[src/rtl/instr_fetch_unit.sv]
// Fetch stage: owns the PC, issues 1-cycle imem reads into a DEPTH-entry prefetch FIFO; fetch-to-valid 2 cycles.
// Credit-based: requests stall while buffered + in-flight == DEPTH; redirect flushes and restarts at redirect_pc.
module instr_fetch_unit #(
  parameter int                 ADDR_W   = 8,
  parameter int                 DEPTH    = 4,
  parameter logic [ADDR_W-1:0]  RESET_PC = '0
) (
  input  logic              clk,
  input  logic              rst_n,
  output logic              imem_req,
  output logic [ADDR_W-1:0] imem_addr,
  input  logic [15:0]       imem_rdata,
  input  logic              redirect,
  input  logic [ADDR_W-1:0] redirect_pc,
  output logic              instr_valid,
  input  logic              instr_ready,
  output logic [15:0]       instr,
  output logic [ADDR_W-1:0] instr_pc,
  output logic [3:0]        opcode
);

  localparam int PTR_W = (DEPTH > 1) ? $clog2(DEPTH) : 1;
  localparam int CNT_W = PTR_W + 1;

  logic [ADDR_W-1:0] pc_q, pc_d;
  logic [ADDR_W-1:0] req_pc_q, req_pc_d;
  logic [CNT_W-1:0]  count_q, count_d;
  logic [PTR_W-1:0]  wr_ptr_q, wr_ptr_d;
  logic [PTR_W-1:0]  rd_ptr_q, rd_ptr_d;
  logic              inflight_q, inflight_d;
  logic              drop_q, drop_d;
  logic              run_q, run_d;
  logic [15:0]       fifo_instr_q [DEPTH];
  logic [15:0]       fifo_instr_d [DEPTH];
  logic [ADDR_W-1:0] fifo_pc_q [DEPTH];
  logic [ADDR_W-1:0] fifo_pc_d [DEPTH];

  logic [CNT_W:0]    credit_used;
  logic              push;
  logic              pop;

  // run_q keeps imem_req low while reset is held and releases it on the first edge afterwards.
  assign credit_used = {1'b0, count_q} + {{CNT_W{1'b0}}, inflight_q};
  assign imem_req    = run_q && !redirect && (credit_used < (CNT_W+1)'(DEPTH));
  assign imem_addr   = pc_q;

  assign instr_valid = (count_q != '0);
  assign instr       = fifo_instr_q[rd_ptr_q];
  assign instr_pc    = fifo_pc_q[rd_ptr_q];
  assign opcode      = instr[15:12];

  assign push = inflight_q && !drop_q;
  assign pop  = instr_valid && instr_ready;

  always_comb begin
    pc_d         = pc_q;
    req_pc_d     = pc_q;
    inflight_d   = imem_req;
    drop_d       = 1'b0;
    run_d        = 1'b1;
    count_d      = count_q;
    wr_ptr_d     = wr_ptr_q;
    rd_ptr_d     = rd_ptr_q;
    fifo_instr_d = fifo_instr_q;
    fifo_pc_d    = fifo_pc_q;

    if (imem_req) begin
      pc_d = pc_q + ADDR_W'(1);
    end

    if (redirect) begin
      // Flush wins over any push/pop this cycle; a pop here still counts as delivered.
      pc_d     = redirect_pc;
      count_d  = '0;
      wr_ptr_d = '0;
      rd_ptr_d = '0;
      drop_d   = inflight_q;
    end else begin
      if (push) begin
        fifo_instr_d[wr_ptr_q] = imem_rdata;
        fifo_pc_d[wr_ptr_q]    = req_pc_q;
        wr_ptr_d               = wr_ptr_q + PTR_W'(1);
      end
      if (pop) begin
        rd_ptr_d = rd_ptr_q + PTR_W'(1);
      end
      case ({push, pop})
        2'b10:   count_d = count_q + CNT_W'(1);
        2'b01:   count_d = count_q - CNT_W'(1);
        default: count_d = count_q;
      endcase
    end
  end

  always_ff @(posedge clk or negedge rst_n) begin
    if (!rst_n) begin
      pc_q       <= RESET_PC;
      req_pc_q   <= RESET_PC;
      count_q    <= '0;
      wr_ptr_q   <= '0;
      rd_ptr_q   <= '0;
      inflight_q <= 1'b0;
      drop_q     <= 1'b0;
      run_q      <= 1'b0;
    end else begin
      pc_q       <= pc_d;
      req_pc_q   <= req_pc_d;
      count_q    <= count_d;
      wr_ptr_q   <= wr_ptr_d;
      rd_ptr_q   <= rd_ptr_d;
      inflight_q <= inflight_d;
      drop_q     <= drop_d;
      run_q      <= run_d;
    end
  end

  // Payload storage needs no reset: entries are only read when count_q says they were written.
  always_ff @(posedge clk) begin
    fifo_instr_q <= fifo_instr_d;
    fifo_pc_q    <= fifo_pc_d;
  end

endmodule

[config.mk]
export PLATFORM = sky130hd
export DESIGN_NAME = instr_fetch_unit
export DESIGN_NICKNAME = d
export VERILOG_FILES = /design/src/rtl/instr_fetch_unit.sv
export SDC_FILE = /design/constraint.sdc
export NUM_CORES = 1
export LEC_CHECK = 0
export BUFFER_PORTS_ARGS = -buffer_cell sky130_fd_sc_hd__buf_4
export CORE_MARGIN = 5
export CORE_UTILIZATION = 50
export DETAILED_ROUTE_END_ITERATION = 10
export GPL_ROUTABILITY_DRIVEN = 0
export PLACE_DENSITY_LB_ADDON = 0.3
export REMOVE_ABC_BUFFERS = 1
export SETUP_SLACK_MARGIN = 0.4
export SLEW_MARGIN = 20
export SYNTH_ARGS = -nofsm -noshare
export SYNTH_HDL_FRONTEND = slang
export SYNTH_SLANG_ARGS = --single-unit
[constraint.sdc]
create_clock -name clk -period 2.5 [get_ports clk]
set_input_delay 0.25 -clock clk [delete_from_list [all_inputs] [get_ports clk]]
set_output_delay 0.25 -clock clk [all_outputs]
set_load 0.01 [all_outputs]
==> results of run 1 <==
[worst paths after layout]
path | from | endpoint | cells past startpoint
max | rd_ptr_q[0]$_DFFE_PN0P_ | instr[14] | 3
min | redirect | count_q[0]$_DFFE_PN0P_ | 2
max reg2reg | count_q[2]$_DFFE_PN0P_ | count_q[2]$_DFFE_PN0P_ | 6
min reg2reg | imem_addr[7]$_DFFE_PN0P_ | req_pc_q[7]$_DFF_PN0_ | 0
max in group asynchronous | rst_n | rd_ptr_q[0]$_DFFE_PN0P_ | 2
min in group asynchronous | rst_n | imem_addr[0]$_DFFE_PN0P_ | 2
[power by group through the flow]
| stage | registers (uW) | logic [uW] | clock network [uW] |
|---|---|---|---|
| floorplan | 2550 | 582 | 0 |
| global placement | 2470 | 1160 | 0 |
| detailed placement | 2480 | 1170 | 0 |
| CTS | 2450 | 1240 | 2490 |
| global route | 2470 | 1360 | 2600 |
| finish | 2450 | 1250 | 2440 |
[sequential cells by signal (all words and copies together), names as in the netlist]
signal        count
drop_q            1
imem_addr         8
count_q           3
fifo_pc_q        32
fifo_instr_q     64
wr_ptr_q          2
req_pc_q          8
run_q             1
rd_ptr_q          2
inflight_q        1
[through the flow]
stage | cell area, um^2 | hold WS, ns
floorplan | 4640 | -0.0456
global placement | 5330 | 0.173
detailed placement | 5330 | 0.174
CTS | 6200 | 0.0809
global route | 6230 | 0.0963
finish | 6230 | 0.107
[timing repair]
| item | CTS | global route |
|---|---|---|
| hold buffers | 25 | 0 |
| endpoints found under the hold margin | 98 | 0 |
| pin swaps | 0 | 1 |
| cloned | 0 | 0 |
| setup endpoints to repair | 25 | 25 |
| gates resized for setup | 4 | 4 |
| setup buffers | 0 | 2 |
[layout by cell type, fill, tap and decap left out, types with 3 or more instances in the layout]
cell	synthesis	final
bufinv_16	0	4
dfrtp_1	26	25
mux4_2	24	24
buf_4	6	72
nand3_1	3	3
nor2_1	11	11
a221o_1	4	4
o311ai_0	3	3
a31oi_1	4	4
dlygate4sd3_1	0	25
clkbuf_16	0	16
inv_1	4	4
edfxtp_1	96	96
ha_1	5	5
clkinvlp_4	0	4
nand2_1	9	9
nor3_1	4	4
and2_1	6	6
[routing by layer]
layer,part of all wire (%),wire length [um]
met2,51,4240
met1,43,3550
met4,1.1,92
met3,4.9,406
met5,0,0
[cells by family after synthesis]
family	count (synthesis)	synth area share, %
AO/OA/AOI/OAI	18	3.24
multiplexers	26	11.9
flip-flops	122	75.0
adder cells (fa/ha/maj)	6	1.75
buffers and inverters	17	1.94
XOR/XNOR	4	0.743
AND/OR/NAND/NOR	47	5.39
other	1	0.0796
[final cells by class]
class	count	area, um^2
clock buffer	19	432
clock inverter	13	176
fill	604	2970
inverter	4	15.0
multi-input combinational	102	1090
sequential	122	3530
tap	111	139
timing repair buffer	100	842
[worst max-delay path, stage by stage (launching register included)]
cell	delay [ns]
dfrtp_2	0.41
buf_12	0.18
mux4_2	0.53
buf_4	0.16
==> flow_summary.ini, run 1 <==
[setup_path]
reg2reg_slack_ns = 0.64
path_class = reg2out
end_kind = output pin
critical_path_required_ns = 2.25
worst_ep_arrival_time_ns = 1.78
critical_path.startpoint_type = flop
crit_fanout = 14

[timing]
finalWorstPathRequiredPeriod_ns = 2.03
hold_viol = 0
timing.setup.tns_ns = 0
setup_ws_ns = 0.468
finalSetupViolations = 0
maximum_operating_frequency_ghz = 0.492
rsz0062_at_grt = yes
timing.final.crit_share_pct = 81.3
fin_skew_ns = 0.0102
final-max-slew-violation-count = 0

[power_and_ir_drop]
power_report.internal_total_uw = 4670
power.share.combinational_pct = 20.3
switchingPower_uw = 1480
post-layout-total-power_uw = 6140
power_switching_share_pct = 24.0
power.share.clock_pct = 39.8
pwr_density_cell_nw_per_um2 = 986
power_leakage_uw = 0.00232
vdd_drop_max_mv = 0.722
seqPwrFrac_pct = 39.9

[synthesis]
post-synth-top-area-fraction_pct = 61.2
netlist-cell-type-count = 37
synth_seq_area_share_pct = 75.0
synth_enable_flop_cells = 96
synth.cell_area_um2 = 4710
synthTopCellsByArea = edfxtp_1, dfrtp_1, mux4_2
ys_async_rst_share_pct = 21.3
post_synth_top_cells = edfxtp_1, dfrtp_1, mux4_2
postSynthRegisterBits = 122
synth.most_common_cell = edfxtp_1
ys.flop_type = edfxtp_1
library_cell_occupying_the_most_area_in_the_post_synthesis_netlist = edfxtp_1
yosys_warnings = 0
synthCells = 241
avgSynthCellArea_um2 = 19.6

[detailed_routing]
vias_after_detailed_routing = 2521
postRouteWirelength_mm = 8.29
drt-initial-drc-count = 164
detail_route.wl_per_cell_um = 17.6
route.detailed.drc = 0
dr.pass1.iters = 4
via_per_inst = 5.35
antenna_left = 0

[global_route]
busiest_layer = met2
via_count_of_the_first_global_routing_pass = 2643
grt_util_met3_pct = 4.94
gr_ovfl_total = 0
track_usage_pct = 15.7
grtUsageMet2_pct = 25.5
antenna_found_initial = 0
use_met1_pct = 20.3
grt_first_pass_wirelength_mm = 13.6
pin_count_of_the_biggest_net_entering_global_routing = 27

[flow_run]
timing.max_cap.violations = 0

[floorplan]
chipHeight_um = 107
pin_count = 66
fp.coreArea_um2 = 9200
die_area_um2 = 11500
placementRows = 35
initial_utilization_pct = 51.3
die_w_um = 107

[placed_design]
port_buffers = 65
place_ws_ns = 0.548
hpwlAfterDp_mm = 5.05
dp.cells = 412

[cts]
cts_made_buffers = 17
tritoncts_clock_tree = done
ctsRootBufferMaster = clkbuf_8
clock_transition_at_the_register_clock_pins_on_the_worst_setup_and_hold_paths_after_cts_ns = 0.06
cts_num_sinks = 122
clock_insertion_delay_worst_skew_ns = 0.49
ctsLongestPathBuffers = 2
cts-htree-levels = 4

[layout]
number_of_non_filler_instances_in_the_completed_layout = 471
final_util_pct = 67.7
post_route_cells_drive_above_1_share_pct = 37.8
insertedDiodeCount = 0
nets = 381
flow.area_growth_from_synthesis_pct = 32.2

[status]
run_status = complete, no violations

[min_path]
type_of_the_most_critical_hold_path = in2reg
Note: power is estimated with default switching activity, not from simulation.
==> run 2, diff against run 1 <==
==> constraint.sdc (replaced) <==
create_clock -name clk -period 1.9 [get_ports clk]
set_input_delay 0.19 -clock clk [delete_from_list [all_inputs] [get_ports clk]]
set_output_delay 0.19 -clock clk [all_outputs]
set_load 0.01 [all_outputs]
==> run 2 against run 1 <==
  * The flow now finishes with violations (setup timing)
  * First-iteration DRC count is 16% lower
  * Clock skew rose by 0.0028 ns
  * Clock-buffer cell count down 2
  * Non-clock buffer count up 21
  * Routed wire length up 18%
  * Core utilization increased by 5.7 points
  * Highest routed layer unchanged
  * Cell area grew 8.4%
  * Register-to-register slack got worse by 0.47 ns
  * Sequential share of layout area down 4.3 points
  * Power is 35% higher
  * Critical path depth unchanged
  * Global-route usage is 2.2 points higher
==> flow_summary.ini, run 2 (same netlist as run 1, synthesis figures left out) <==
[timing]
finalWorstPathRequiredPeriod_ns = 2.06
timing.setup.tns_ns = -3.63
fin_skew_ns = 0.0130
maximum_operating_frequency_ghz = 0.486
timing.final.crit_share_pct = 108
finalSetupViolations = 28
hold_viol = 0
setup_ws_ns = -0.158
final-max-slew-violation-count = 0
rsz0062_at_grt = yes

[setup_path]
end_kind = output pin
path_class = reg2out
crit_fanout = 12
critical_path_required_ns = 1.71
critical_path.startpoint_type = flop
worst_ep_arrival_time_ns = 1.87
reg2reg_slack_ns = 0.17

[floorplan]
die_w_um = 107
placementRows = 35
die_area_um2 = 11500
pin_count = 66
chipHeight_um = 107
initial_utilization_pct = 51.3
fp.coreArea_um2 = 9200

[layout]
nFillCells = 527
registers.top_by_ff_count = fifo_instr_q
number_of_non_filler_instances_in_the_completed_layout = 492
final_cell_area_um2 = 6750
flow.area_growth_from_synthesis_pct = 43.3
layout.cells.most_common_list = edfxtp_1, buf_4, buf_6
largest_register_ffs = 64
final_util_pct = 73.4
insertedDiodeCount = 0
mostFrequentLayoutCell = edfxtp_1
post_route_cells_drive_above_1_share_pct = 48.0
nets = 402
largestRegisters = fifo_instr_q (64), fifo_pc_q (32)

[power_and_ir_drop]
pwr_density_cell_nw_per_um2 = 1230
vdd_drop_max_mv = 0.770
switchingPower_uw = 2240
power.share.combinational_pct = 25.5
seqPwrFrac_pct = 38.8
power_leakage_uw = 0.00251
power_report.internal_total_uw = 6070
power_switching_share_pct = 27.0
power.share.clock_pct = 35.7

[min_path]
type_of_the_most_critical_hold_path = in2reg

[cts]
ctsLongestPathBuffers = 2
cts_made_buffers = 17
cts-htree-levels = 4
ctsRootBufferMaster = clkbuf_8
clock_transition_at_the_register_clock_pins_on_the_worst_setup_and_hold_paths_after_cts_ns = 0.06
clock_insertion_delay_worst_skew_ns = 0.51
cts_num_sinks = 122
tritoncts_clock_tree = done

[placed_design]
place_ws_ns = 0.0470
port_buffers = 65
postPlaceCellArea_um2 = 5420
hpwlAfterDp_mm = 5.03
dp.cells = 415

[status]
run_status = finished with violations
violated_checks = setup timing

[global_route]
gr_ovfl_total = 0
grt_first_pass_wirelength_mm = 15.2
via_count_of_the_first_global_routing_pass = 2815
antenna_found_initial = 0
pin_count_of_the_biggest_net_entering_global_routing = 27
track_usage_pct = 17.9

[detailed_routing]
route.detailed.drc = 0
via_per_inst = 5.46
postRouteWirelength_mm = 9.74
detail_route.wl_per_cell_um = 19.8
antenna_left = 0
drt-initial-drc-count = 137
vias_after_detailed_routing = 2685
dr.pass1.iters = 4

[flow_run]
timing.max_cap.violations = 0
run 2: cell types whose count changed in the layout (fill, tap and decap cells not counted), moves of 3 or more:
cell | previous run | this run
clkbuf_16 | 16 | 19
and2_1 | 6 | 2
buf_6 | 1 | 28
buf_4 | 72 | 54
buf_16 | 0 | 5
dfrtp_1 | 25 | 20
buf_12 | 2 | 6
bufinv_16 | 4 | 1
inv_6 | 0 | 6
and2_4 | 0 | 4
dfrtp_2 | 1 | 6
run 2: routing by layer:
layer | track usage, % | part of all wire (%) | vias to the layer above
met5 | 0 | 0 | -
met3 | 4.82 | 4.6 | 6
met2 | 29.1 | 52 | 81
met1 | 23.4 | 43 | 1380
li1 | - | - | 1218
met4 | 6.30 | 0.65 | 0
run 2: what timing repair did:
action                                  in CTS  in global routing
buffers inserted                            10                  2
pin swaps                                    3                  6
hold buffers                                25                  0
hold endpoints to repair                    98                  0
endpoints found under the setup margin     130                132
resized for setup                           61                  4
cloned                                       5                  3
run 2: power by group through the flow:
stage	clock network, uW	registers [uW]	logic, uW
floorplan	0	3350	765
global placement	0	3240	1600
detailed placement	0	3260	1610
CTS	3010	3220	2090
global route	3160	3240	2280
finish	2970	3230	2120
run 2: path summary, 6_finish.rpt:
path	start	endpoint	depth (start not counted)
max in group asynchronous	rst_n	imem_addr[3]$_DFFE_PN0P_	2
min in group asynchronous	rst_n	count_q[0]$_DFFE_PN0P_	2
max	rd_ptr_q[0]$_DFFE_PN0P_	instr[14]	3
min	redirect	rd_ptr_q[0]$_DFFE_PN0P_	2
min reg2reg	imem_addr[7]$_DFFE_PN0P_	req_pc_q[7]$_DFF_PN0_	0
max reg2reg	count_q[0]$_DFFE_PN0P_	count_q[2]$_DFFE_PN0P_	7
run 2: worst max-delay path, cell delays in order, from the launching register on:
cell and delay, ns:
dfrtp_2 0.46, buf_12 0.19, mux4_2 0.53, buf_4 0.16
run 2: per-stage QoR:
stage	hold slack (ns)	power (uW)
after floorplan	-0.106	4120
after global placement	0.113	4850
after detailed placement	0.114	4870
after CTS	0.0323	8320
after global routing	0.0509	8690
final	0.0589	8310
run 2: final cells by class:
cell class                 instances  area [um^2]  share of cell area (%)
clock buffer                      17          414                    6.13
clock inverter                    15          141                    2.09
inverter                           4         15.0                   0.222
multi-input combinational        102         1200                    17.8
sequential                       122         3540                    52.4
tap                              111          139                    2.06
timing repair buffer             121         1300                    19.3
==> run 3, diff against run 2 <==
--- a/config.mk
+++ b/config.mk
@@ -6,6 +6,7 @@
 export NUM_CORES = 1
 export LEC_CHECK = 0
 export BUFFER_PORTS_ARGS = -buffer_cell sky130_fd_sc_hd__buf_4
+export CORE_ASPECT_RATIO = 2
 export CORE_MARGIN = 5
 export CORE_UTILIZATION = 50
 export DETAILED_ROUTE_END_ITERATION = 10
==> run 3 against run 2 <==
  * Routed wire length up 15%
  * Fmax up 3.9%
  * Final cell count up 0.81%
  * Clock power up 4%
  * The flow still finishes with violations (setup timing)
  * Critical path type unchanged
  * Via count up 4.2%
  * Hold slack worse by 0.038 ns
  * Clock skew down 0.0053 ns
  * Clock-buffer cell count up 3
  * Power up 6.2%
  * Sequential share of layout area down 1.9 points
==> flow_summary.ini, run 3 (same netlist as run 1, synthesis figures left out) <==
[status]
run_status = finished with violations
violated_checks = setup timing

[floorplan]
die_area_um2 = 11600
fp.coreArea_um2 = 9320
placementRows = 50
pin_count = 66
initial_utilization_pct = 50.6
chipHeight_um = 147
die_w_um = 78.7

[cts]
clock_transition_at_the_register_clock_pins_on_the_worst_setup_and_hold_paths_after_cts_ns = 0.05
ctsLongestPathBuffers = 2
cts_num_sinks = 122
clock_insertion_delay_worst_skew_ns = 0.40
cts-htree-levels = 4
ctsRootBufferMaster = clkbuf_16
tritoncts_clock_tree = done
cts_made_buffers = 17

[setup_path]
timing.critical_path.slowest_stage_cell = mux4_2
r2r_start = count_q[0]$_DFFE_PN0P_
critical_path.startpoint_type = flop
path_class = reg2out
end_kind = output pin
worst_ep_arrival_time_ns = 1.79
cp_cell_sequence = buf_12 > mux4_2 > buf_6
cp_slowest_stage_delay_ns = 0.56
critical_path_required_ns = 1.71
crit_start = rd_ptr_q[0]$_DFFE_PN0P_
crit_fanout = 6

[timing]
final-max-slew-violation-count = 0
maximum_operating_frequency_ghz = 0.505
hold_viol = 0
timing.final.crit_share_pct = 104
finalWorstPathRequiredPeriod_ns = 1.98
setup_ws_ns = -0.0807
timing.setup.tns_ns = -1.45
fin_skew_ns = 0.00763
rsz0062_at_grt = yes
finalSetupViolations = 28

[min_path]
launch_instance_of_the_worst_min_delay_path = redirect_pc[2]
type_of_the_most_critical_hold_path = in2reg

[layout]
insertedDiodeCount = 0
largestRegisters = fifo_instr_q (64), fifo_pc_q (32)
layout.cells.most_common_list = edfxtp_1, buf_4, buf_6
flow.area_growth_from_synthesis_pct = 48.7
nets = 413
nFillCells = 510
final_util_pct = 75.2
multi_input_comb_area_um2 = 1230
final_cell_area_um2 = 7010
post_route_cells_drive_above_1_share_pct = 50.0
mostFrequentLayoutCell = edfxtp_1
registers.top_by_ff_count = fifo_instr_q
register_area_um2 = 3540
number_of_non_filler_instances_in_the_completed_layout = 496
largest_register_ffs = 64

[power_and_ir_drop]
vdd_drop_max_mv = 1.09
pwr_density_cell_nw_per_um2 = 1260
switchingPower_uw = 2230
power_leakage_uw = 0.00263
seqPwrFrac_pct = 36.8
power_report.internal_total_uw = 6600
post-layout-total-power_uw = 8830
power_switching_share_pct = 25.3
power.share.clock_pct = 35.1
power.share.combinational_pct = 28.1

[global_route]
grt_first_pass_wirelength_mm = 15.4
antenna_found_initial = 0
pin_count_of_the_biggest_net_entering_global_routing = 27
track_usage_pct = 18.2
via_count_of_the_first_global_routing_pass = 2959
gr_ovfl_total = 0

[placed_design]
postPlaceCellArea_um2 = 5410
hpwlAfterDp_mm = 5.30
dp.cells = 407
port_buffers = 65

[detailed_routing]
detail_route.wl_per_cell_um = 22.6
via_per_inst = 5.64
drt-initial-drc-count = 192
antenna_left = 0
dr.pass1.iters = 4
postRouteWirelength_mm = 11.2
vias_after_detailed_routing = 2797
route.detailed.drc = 0

[flow_run]
timing.max_cap.violations = 0
-- run 3: routing by layer --
layer	global-route usage (%)	wire length, um	part of all wire (%)
met1	19.5	3780	34
met2	32.4	6650	59
met3	5.15	432	3.8
met4	8.76	364	3.2
met5	0	0	0
-- run 3: power by group through the flow --
stage	sequential [uW]	combinational (uW)	clock, uW
floorplan	3350	765	0
global placement	3250	1580	0
detailed placement	3270	1600	0
CTS	3230	2100	3110
global route	3270	2640	3260
finish	3250	2480	3100
-- run 3: cell type report --
| class | count | share of cell area [%] |
|---|---|---|
| clock buffers | 20 | 6.23 |
| clock inverters | 12 | 1.86 |
| inverters | 4 | 0.214 |
| multi-input cells | 102 | 17.5 |
| flip-flops and latches | 122 | 50.5 |
| well taps | 104 | 1.86 |
| repair buffers | 132 | 21.8 |
-- run 3: what timing repair did --
item / CTS / global route
endpoints found under the hold margin: 91 / 0
cloned: 5 / 9
hold buffers: 18 / 0
endpoints found under the setup margin: 132 / 133
gates resized for setup: 55 / 30
pin swaps: 5 / 10
buffers inserted: 16 / 9
-- run 3: per-stage QoR --
stage / hold WS [ns] / worst slack [ns]
CTS: 0.000886 / -0.100
global route: 0.0224 / -0.144
floorplan: -0.106 / -0.137
finish: 0.0205 / -0.0807
detailed placement: 0.113 / 0.0730
global placement: 0.113 / 0.143
-- run 3: critical path: cells and delay by family, from the launching register on --
kind                   cells  cell delay (ns)
buffers and inverters      2             0.33
flip-flops                 1             0.50
multiplexers               1             0.56
-- run 3: worst paths after layout --
| path | end | slack [ns] | cells past startpoint |
|---|---|---|---|
| setup reg to reg | count_q[2]$_DFFE_PN0P_ | 0.16 | 6 |
| hold reg to reg | req_pc_q[7]$_DFF_PN0_ | 0.43 | 0 |
| setup / recovery | opcode[3] | -0.08 | 3 |
| min in group asynchronous | drop_q$_DFF_PN0_ | 0.25 | 2 |
| max in group asynchronous | imem_addr[0]$_DFFE_PN0P_ | 1.37 | 2 |
| hold / removal | imem_addr[2]$_DFFE_PN0P_ | 0.02 | 3 |
